File: src/rtl/capture_ctrl.sv
// capture_ctrl: takes the SPI-written control word into the ADC clock domain and runs one
// arm/trigger/capture sequence into the sample buffer RAM.
//
// Ports:
//   clk         ADC sample clock, the only clock of the block
//   rst_n       asynchronous active-low reset
//   cntrl_bits  control word, async to clk: [0] arm, [1] trig_mode, [2] continuous,
//               [3] reserved, [6:4] depth_code, [7] abort
//   ext_trig    asynchronous external trigger, rising-edge active
//   data_in     ADC sample, valid every clk
//   wr_en       buffer write strobe
//   wr_addr     buffer write address
//   wr_data     buffer write data (data_in delayed one clk)
//   busy        high while armed or capturing
//   done        high once a single-shot capture has filled the buffer
//   wrapped     sticky: continuous capture has wrapped at least once
module capture_ctrl #(
  parameter int unsigned ADDR_W = 14,
  parameter int unsigned DATA_W = 12
) (
  input  logic              clk,
  input  logic              rst_n,
  input  logic [7:0]        cntrl_bits,
  input  logic              ext_trig,
  input  logic [DATA_W-1:0] data_in,
  output logic              wr_en,
  output logic [ADDR_W-1:0] wr_addr,
  output logic [DATA_W-1:0] wr_data,
  output logic              busy,
  output logic              done,
  output logic              wrapped
);

  typedef enum logic [1:0] {StIdle, StArmed, StCapture, StDone} state_e;

  localparam logic [ADDR_W-1:0] AddrOne = {{(ADDR_W-1){1'b0}}, 1'b1};

  // Last buffer address for a depth code: 2^(code+7) - 1, clamped to the full address space.
  function automatic logic [ADDR_W-1:0] depth_last(input logic [2:0] code);
    int unsigned sh;
    sh = 32'(code) + 32'd7;
    if (sh >= ADDR_W) begin
      return '1;
    end
    return (AddrOne << sh) - AddrOne;
  endfunction

  logic [7:0]        ctrl_s1_q, ctrl_s2_q, ctrl_s3_q, ctrl_filt_q;
  logic              arm_prev_q;
  logic              trig_s1_q, trig_s2_q, trig_s3_q, trig_edge_q;
  state_e            state_q, state_d;
  logic [ADDR_W-1:0] addr_q, addr_d;
  logic [ADDR_W-1:0] last_q, last_d;
  logic              wrapped_q, wrapped_d;
  logic [DATA_W-1:0] wr_data_q;

  logic       f_arm, f_trig_mode, f_cont, f_abort, arm_edge;
  logic [2:0] f_depth;
  logic       unused_rsvd;

  assign f_arm       = ctrl_filt_q[0];
  assign f_trig_mode = ctrl_filt_q[1];
  assign f_cont      = ctrl_filt_q[2];
  assign f_depth     = ctrl_filt_q[6:4];
  assign f_abort     = ctrl_filt_q[7];
  assign unused_rsvd = ctrl_filt_q[3];
  assign arm_edge    = f_arm & ~arm_prev_q;

  // Two-flop synchronisers plus a stability filter: the decoded word only moves once the
  // synchronised word has been identical on two consecutive clocks, so a multi-bit SPI
  // update that lands skewed across the synchronisers never decodes as a bogus word.
  always_ff @(posedge clk or negedge rst_n) begin
    if (!rst_n) begin
      ctrl_s1_q   <= '0;
      ctrl_s2_q   <= '0;
      ctrl_s3_q   <= '0;
      ctrl_filt_q <= '0;
      arm_prev_q  <= 1'b0;
      trig_s1_q   <= 1'b0;
      trig_s2_q   <= 1'b0;
      trig_s3_q   <= 1'b0;
      trig_edge_q <= 1'b0;
    end else begin
      ctrl_s1_q <= cntrl_bits;
      ctrl_s2_q <= ctrl_s1_q;
      ctrl_s3_q <= ctrl_s2_q;
      if (ctrl_s2_q == ctrl_s3_q) begin
        ctrl_filt_q <= ctrl_s2_q;
      end
      arm_prev_q  <= ctrl_filt_q[0];
      trig_s1_q   <= ext_trig;
      trig_s2_q   <= trig_s1_q;
      trig_s3_q   <= trig_s2_q;
      trig_edge_q <= trig_s2_q & ~trig_s3_q;
    end
  end

  always_comb begin
    state_d   = state_q;
    addr_d    = addr_q;
    last_d    = last_q;
    wrapped_d = wrapped_q;
    unique case (state_q)
      StIdle: begin
        // Abort in the same word swallows the arm edge; arm must drop and rise again.
        if (arm_edge && !f_abort) begin
          addr_d    = '0;
          wrapped_d = 1'b0;
          last_d    = depth_last(f_depth);
          state_d   = f_trig_mode ? StArmed : StCapture;
        end
      end
      StArmed: begin
        if (!f_arm || f_abort) begin
          state_d = StIdle;
        end else if (trig_edge_q) begin
          state_d = StCapture;
        end
      end
      StCapture: begin
        if (!f_arm || f_abort) begin
          state_d = StIdle;
        end else if (addr_q == last_q) begin
          // continuous is read live so clearing it ends the run at the next buffer end
          if (f_cont) begin
            addr_d    = '0;
            wrapped_d = 1'b1;
          end else begin
            state_d = StDone;
          end
        end else begin
          addr_d = addr_q + AddrOne;
        end
      end
      StDone: begin
        if (!f_arm) begin
          state_d = StIdle;
        end
      end
      default: state_d = StIdle;
    endcase
  end

  always_ff @(posedge clk or negedge rst_n) begin
    if (!rst_n) begin
      state_q   <= StIdle;
      addr_q    <= '0;
      last_q    <= '0;
      wrapped_q <= 1'b0;
    end else begin
      state_q   <= state_d;
      addr_q    <= addr_d;
      last_q    <= last_d;
      wrapped_q <= wrapped_d;
    end
  end

  // Register the sample on the edge that enters/continues CAPTURE so it lines up with
  // wr_en/wr_addr of the same cycle; held at zero otherwise.
  always_ff @(posedge clk or negedge rst_n) begin
    if (!rst_n) begin
      wr_data_q <= '0;
    end else if (state_d == StCapture) begin
      wr_data_q <= data_in;
    end else begin
      wr_data_q <= '0;
    end
  end

  // Status decoded straight from the state register so reset clears it asynchronously.
  always_comb begin
    wr_en   = (state_q == StCapture);
    busy    = (state_q == StArmed) || (state_q == StCapture);
    done    = (state_q == StDone);
    wr_addr = addr_q;
    wr_data = wr_data_q;
    wrapped = wrapped_q;
  end

endmodule

File: config.mk
export PLATFORM = sky130hd
export DESIGN_NAME = capture_ctrl
export DESIGN_NICKNAME = d
export VERILOG_FILES = /design/src/rtl/capture_ctrl.sv
export SDC_FILE = /design/constraint.sdc
export NUM_CORES = 1
export LEC_CHECK = 0
export ABC_CLOCK_PERIOD_IN_PS = 2750
export BUFFER_PORTS_ARGS = -buffer_cell sky130_fd_sc_hd__buf_2
export CORE_MARGIN = 3
export CORE_UTILIZATION = 40
export CTS_BUF_LIST = sky130_fd_sc_hd__clkbuf_16
export CTS_CLUSTER_SIZE = 16
export DETAILED_ROUTE_END_ITERATION = 6
export PLACE_DENSITY = 0.57
export SLEW_MARGIN = 20
export SYNTH_ARGS = -nofsm -noshare
export SYNTH_HDL_FRONTEND = slang
export SYNTH_SLANG_ARGS = --single-unit
File: constraint.sdc
create_clock -name clk -period 2.75 [get_ports clk]
set_input_delay 0.55 -clock clk [delete_from_list [all_inputs] [get_ports clk]]
set_output_delay 0.55 -clock clk [all_outputs]
set_load 0.03 [all_outputs]
Word-level counts from Yosys, hierarchy flattened
Cells that the tools add are included.

storage, ports and cells
  output and inout port bits = 30
  bits in read-only memories = 0
  register bits after elaboration = 80
  bits in writable memories = 0
  input bits = 23
  word-level logic and storage cells = 69
  memories kept = 0
  bits in latches = 0

cells by class
  muxes and demuxes = 25
  bitwise logic cells = 4
  add/subtract/negate cells = 3
  reduce and logical (&&, ||, !) cells = 10
  $lt $le $gt $ge = 1
  div/mod/pow operators = 0
  equality and inequality tests = 11
  $mul = 0
  shift operators = 1

operator list
  kind                                                                  count
  14-bit 2-to-1 mux                                                     6
  14-bit case mux with 2 select lines                                   1
  2-bit 2-to-1 mux                                                      8
  14-bit by 1-bit adder with 14-bit output, second input constant       1
  14-bit == test                                                        1
  1-bit by 4-bit left shift with 14-bit output, first input constant    1
  14-bit by 1-bit subtractor with 14-bit output, second input constant  1
  12-bit 2-to-1 mux                                                     1
  8-bit == test                                                         1
  2-bit case mux with 4 select lines                                    1
  1-bit 2-to-1 mux                                                      7
  2-bit == test, second input constant                                  3
  5-bit AND reduction                                                   1
  3-bit by 3-bit adder with 4-bit output, second input constant         1
  4-bit >= comparator, second input constant                            1
  2-bit by 1-bit != test with 1-bit output, second input constant       2
  2-bit != test, second input constant                                  2
  4-bit AND reduction                                                   1
  3-bit != test, second input constant                                  1
  1-bit bitwise AND                                                     2
  2-bit by 1-bit == test with 1-bit output, second input constant       1
  1-bit zero test                                                       2
  2-bit zero test                                                       1
  1-bit logical OR                                                      2
  other kinds (5)                                                       6

Longest topological paths before layout
  depth after elaboration = 7
  mapped depth = 11
  depth with buffers taken out = 9

Worst setup path before layout
No wires, ideal clock.

  path kind = flip-flop to flip-flop
  start = register ctrl_filt_q[4]
  end = register last_q[8]
  data required time = 2629 ps
  clock period less this slack = 2221 ps
  arrival = 2100 ps
  slack = 529 ps
  cell stages (with the launch flop) = 12
  buffers on the path = 2
  setup time = 121 ps
  path through = dfrtp_1 -> inv_1 -> ha_1 -> clkbuf_1 -> nor2_1 -> nand2_1 -> ha_1 -> buf_1 -> o21ai_0 -> nor2_1 -> a21oi_1 -> o22a_1

on the way
  word-level cells in the longest chain between the ends = 6
  elaborated cells on any way between the ends = 8
  those cells by class = add/sub: 2; order compare: 1; shift: 1; mux: 4

RTL lines
  element                                                                                                line  RTL
  start: declaration                                                                                     48    logic [7:0] ctrl_s1_q, ctrl_s2_q, ctrl_s3_q, ctrl_filt_q;
  start signal: assignment                                                                               88    ctrl_filt_q <= ctrl_s2_q;
  3-bit by 3-bit adder with 4-bit output *                                                               41    sh = 32'(code) + 32'd7;
  parallel branches: the longest is 4 deep, another holds 14-bit by 1-bit subtractor with 14-bit output  -
  14-bit 2-to-1 mux *                                                                                    45    return (AddrOne << sh) - AddrOne;
  end signal: assignment                                                                                 153   last_q <= last_d;
  end: declaration                                                                                       53    logic [ADDR_W-1:0] last_q, last_d;

Every way passes the cells marked *. The select of a mux whose other input is x is not followed.
A chain may end at the register's enable or synchronous reset.

Worst setup path after layout
  start = register ctrl_filt_q[6]
  end = register last_q[8]

Same word-level chain as after synthesis.

==> metrics.txt <==
critical path type=reg2reg; uppermost layer routed=met4; fin area=4518 um2; deepest clock path buffer count=2; layout cells sized above 1=23.89%; total power=3.767 mW; dominant synthesized flop cell=dfrtp_1; Root Buffer=clkbuf_16; CTS tree=built; VDD IR max=0.4069 mV; multi-input logic area=1694 um2; RSZ-0062 raised after global routing=no; initial DRC count=108; hold_buf cts=0; cts repair resizes=0; DR vias=2829; Pre-antenna DRT Iters=4; status=finished, final reports clean; Ys Warns=0; flop2flop setup slack=0.55 ns; setup TNS after final layout=0 ns; Post-Route Skew=0.006131 ns; RePlAce Congestion=0.8567; DRC viols=0; Slowest-stage cell, CP=or3_1; layout net count=435; area delta synth->final=18.94%; io pins=53; worst rel slew slack=43.24%; vias in the first global route=2727; worst-path fanout max=9; dpl cell area=4205 um2; Hold Crit Class=in2async; total grt overflow=0; Post-Syn Nets=381; worst flop-to-flop path startpoint=ctrl_filt_q[6]; WL met1=3.593 mm; worst path required time=3.02 ns; CTS Sinks=79; die area=10700 um2; Core Area=8976 um2; # fillers=827; htree depth=3; routed vias/inst=5.318; PortBufs=52; CP Capture Type=flip-flop; Setup crit start kind=flip-flop; arrival time worst endpoint=2.48 ns; synthesized area=3799 um2; Diodes inserted=0; power per cell area=833.7 nW/um2; Starting Density=42.32%; largest cells by area after synthesis=dfrtp_1 52%, ha_1 3.6%, nor4b_2 3.6%; final wirelength=7.963 mm; cell count after synthesis=347; CP cell instances=or3_1, nor2_1, nand2_1, ha_1, o21ai_0, nor2_1, a21oi_1, o22a_1; Yosys top cell by area=dfrtp_1; Clk Latency, worst-skew pair=0.33 ns; register area share after synthesis=52.04%; register area=1977 um2; fmax=0.4539 GHz; post-route ant nets=0; Avg Inst Size Synth=10.95 um2; Async SR Flop Fraction=100.0%; met2 WL=3.914 mm; Slew Limit Fails=0; most frequent CP cell=nor2_1; slowest stage delay, CP=0.48 ns; Post-CTS Setup Inserts=0; row count=34; metal3 WL=369 um; distinct cell type count after synthesis=56; Lkg Pwr=2.074 nW; initial antenna violation count=0; TritonCTS buffer count=9; final core occ=50.33%; Fin. Hold Viols=0; Post-synth top cells=79 x dfrtp_1, 26 x o21ai_0, 24 x nand2_1, 22 x nor2_1, 15 x xor2_1; pin count of the biggest net entering global routing=41; Worst-Margin Slew=0.8450 ns; Reg2Reg Depth=8; Yosys reg bits=79; crit path time final=2.203 ns; period utilisation layout=80.11%; count of max-cap constraint violations=0; DP Wirelength=5.759 mm; most common cell in the netlist=dfrtp_1; area share of the leading cell type in the synthesized netlist=52.04%; number of flops mapped to enable cells by yosys=0; die width=103.5 um; capture point of the worst reg-to-reg path=last_q[8]; Min Hold Slack=0.1952 ns; Final setup viols=0; Total Routing Usage GR=16.04%; register clock-pin slew on the reported worst setup and hold paths=0.06 ns; wire length per cell=14.97 um; first-pass GRT wire length=13.41 mm; Die Ht=103.5 um
==> stage by stage <==
stage	worst slack, ns	std cells
CTS	0.5074	532
global route	0.3553	532
floorplan	0.5285	347
global placement	0.6028	516
detailed placement	0.5275	516
finish	0.5471	532
==> cell families after synthesis <==
group / Yosys count / synth area share, %
fa+ha+maj: 11 / 3.623
simple gates: 116 / 19.33
flops: 79 / 52.04
buf+inv: 28 / 3.359
compound gates: 81 / 13.93
mux: 6 / 1.713
xor+xnor: 26 / 5.995
==> state kept, by name, summed over array words and instances (netlist names), 2 cells and up <==
name and count:
ctrl_filt_q 7, ctrl_s1_q 8, ctrl_s2_q 8, ctrl_s3_q 8, last_q 14, state_q 2, wr_addr 14, wr_data 12
==> worst max-delay path: cells and delay by family, from the launching register on <==
kind / cells / cell delay [ns]
compound gates: 3 / 0.45
fa+ha+maj: 1 / 0.32
flops: 1 / 0.42
simple gates: 4 / 0.95
==> layer usage <==
metal / track usage [%] / up-vias
met2: 26.47 / 70
met3: 4.292 / 7
met1: 20.87 / 1385
met5: 0 / -
met4: 4.382 / 0
li1: - / 1367
==> where the power goes <==
part | internal (mW) | switching [mW] | leakage (nW)
Sequential | 1.36 | 0.139 | 0.989
Clock | 0.725 | 0.499 | 0.154
Combinational | 0.387 | 0.657 | 0.930
==> area by class of cell <==
type                            count  area share [%]
Sequential cell                    79           43.76
Multi-Input combinational cell    240           37.50
Timing Repair Buffer               60           7.422
Clock buffer                        9           4.985
Tap cell                          126           3.489
Clock inverter                      7           1.939
Inverter                           11          0.9139
==> cells in the final DEF, fill, tap and decap left out, types with 3 or more instances in the layout <==
master     count
inv_1         11
clkbuf_16      9
nor3_1         4
nand4_1       10
buf_2         51
nor2_1        22
or3_1          9
xnor2_1       11
a21o_1         3
a22oi_1       12
nand3_1        8
nor2b_1        4
nor4b_1        4
buf_4          8
nor4b_2        9
ha_1          11
a31oi_1        8
o21ai_0       26
nand2_1       24
mux2_2         4
xor2_1        15
dfrtp_1       79
a21oi_1       12
nand2b_1       3
==> how the worst max path moves through the flow <==
stage / from / to / slack (ns) / depth (start not counted)
after floorplan: ctrl_filt_q[4] / last_q[8] / 0.53 / 11
final: ctrl_filt_q[6] / last_q[8] / 0.55 / 8
after CTS: wr_addr[8] / wr_data[1] / 0.51 / 6
after detailed placement: wr_addr[8] / wr_data[1] / 0.53 / 6
after global routing: ctrl_filt_q[6] / last_q[8] / 0.36 / 8
after global placement: wr_addr[8] / wr_data[1] / 0.60 / 6
(Power assumes the default switching activity.)
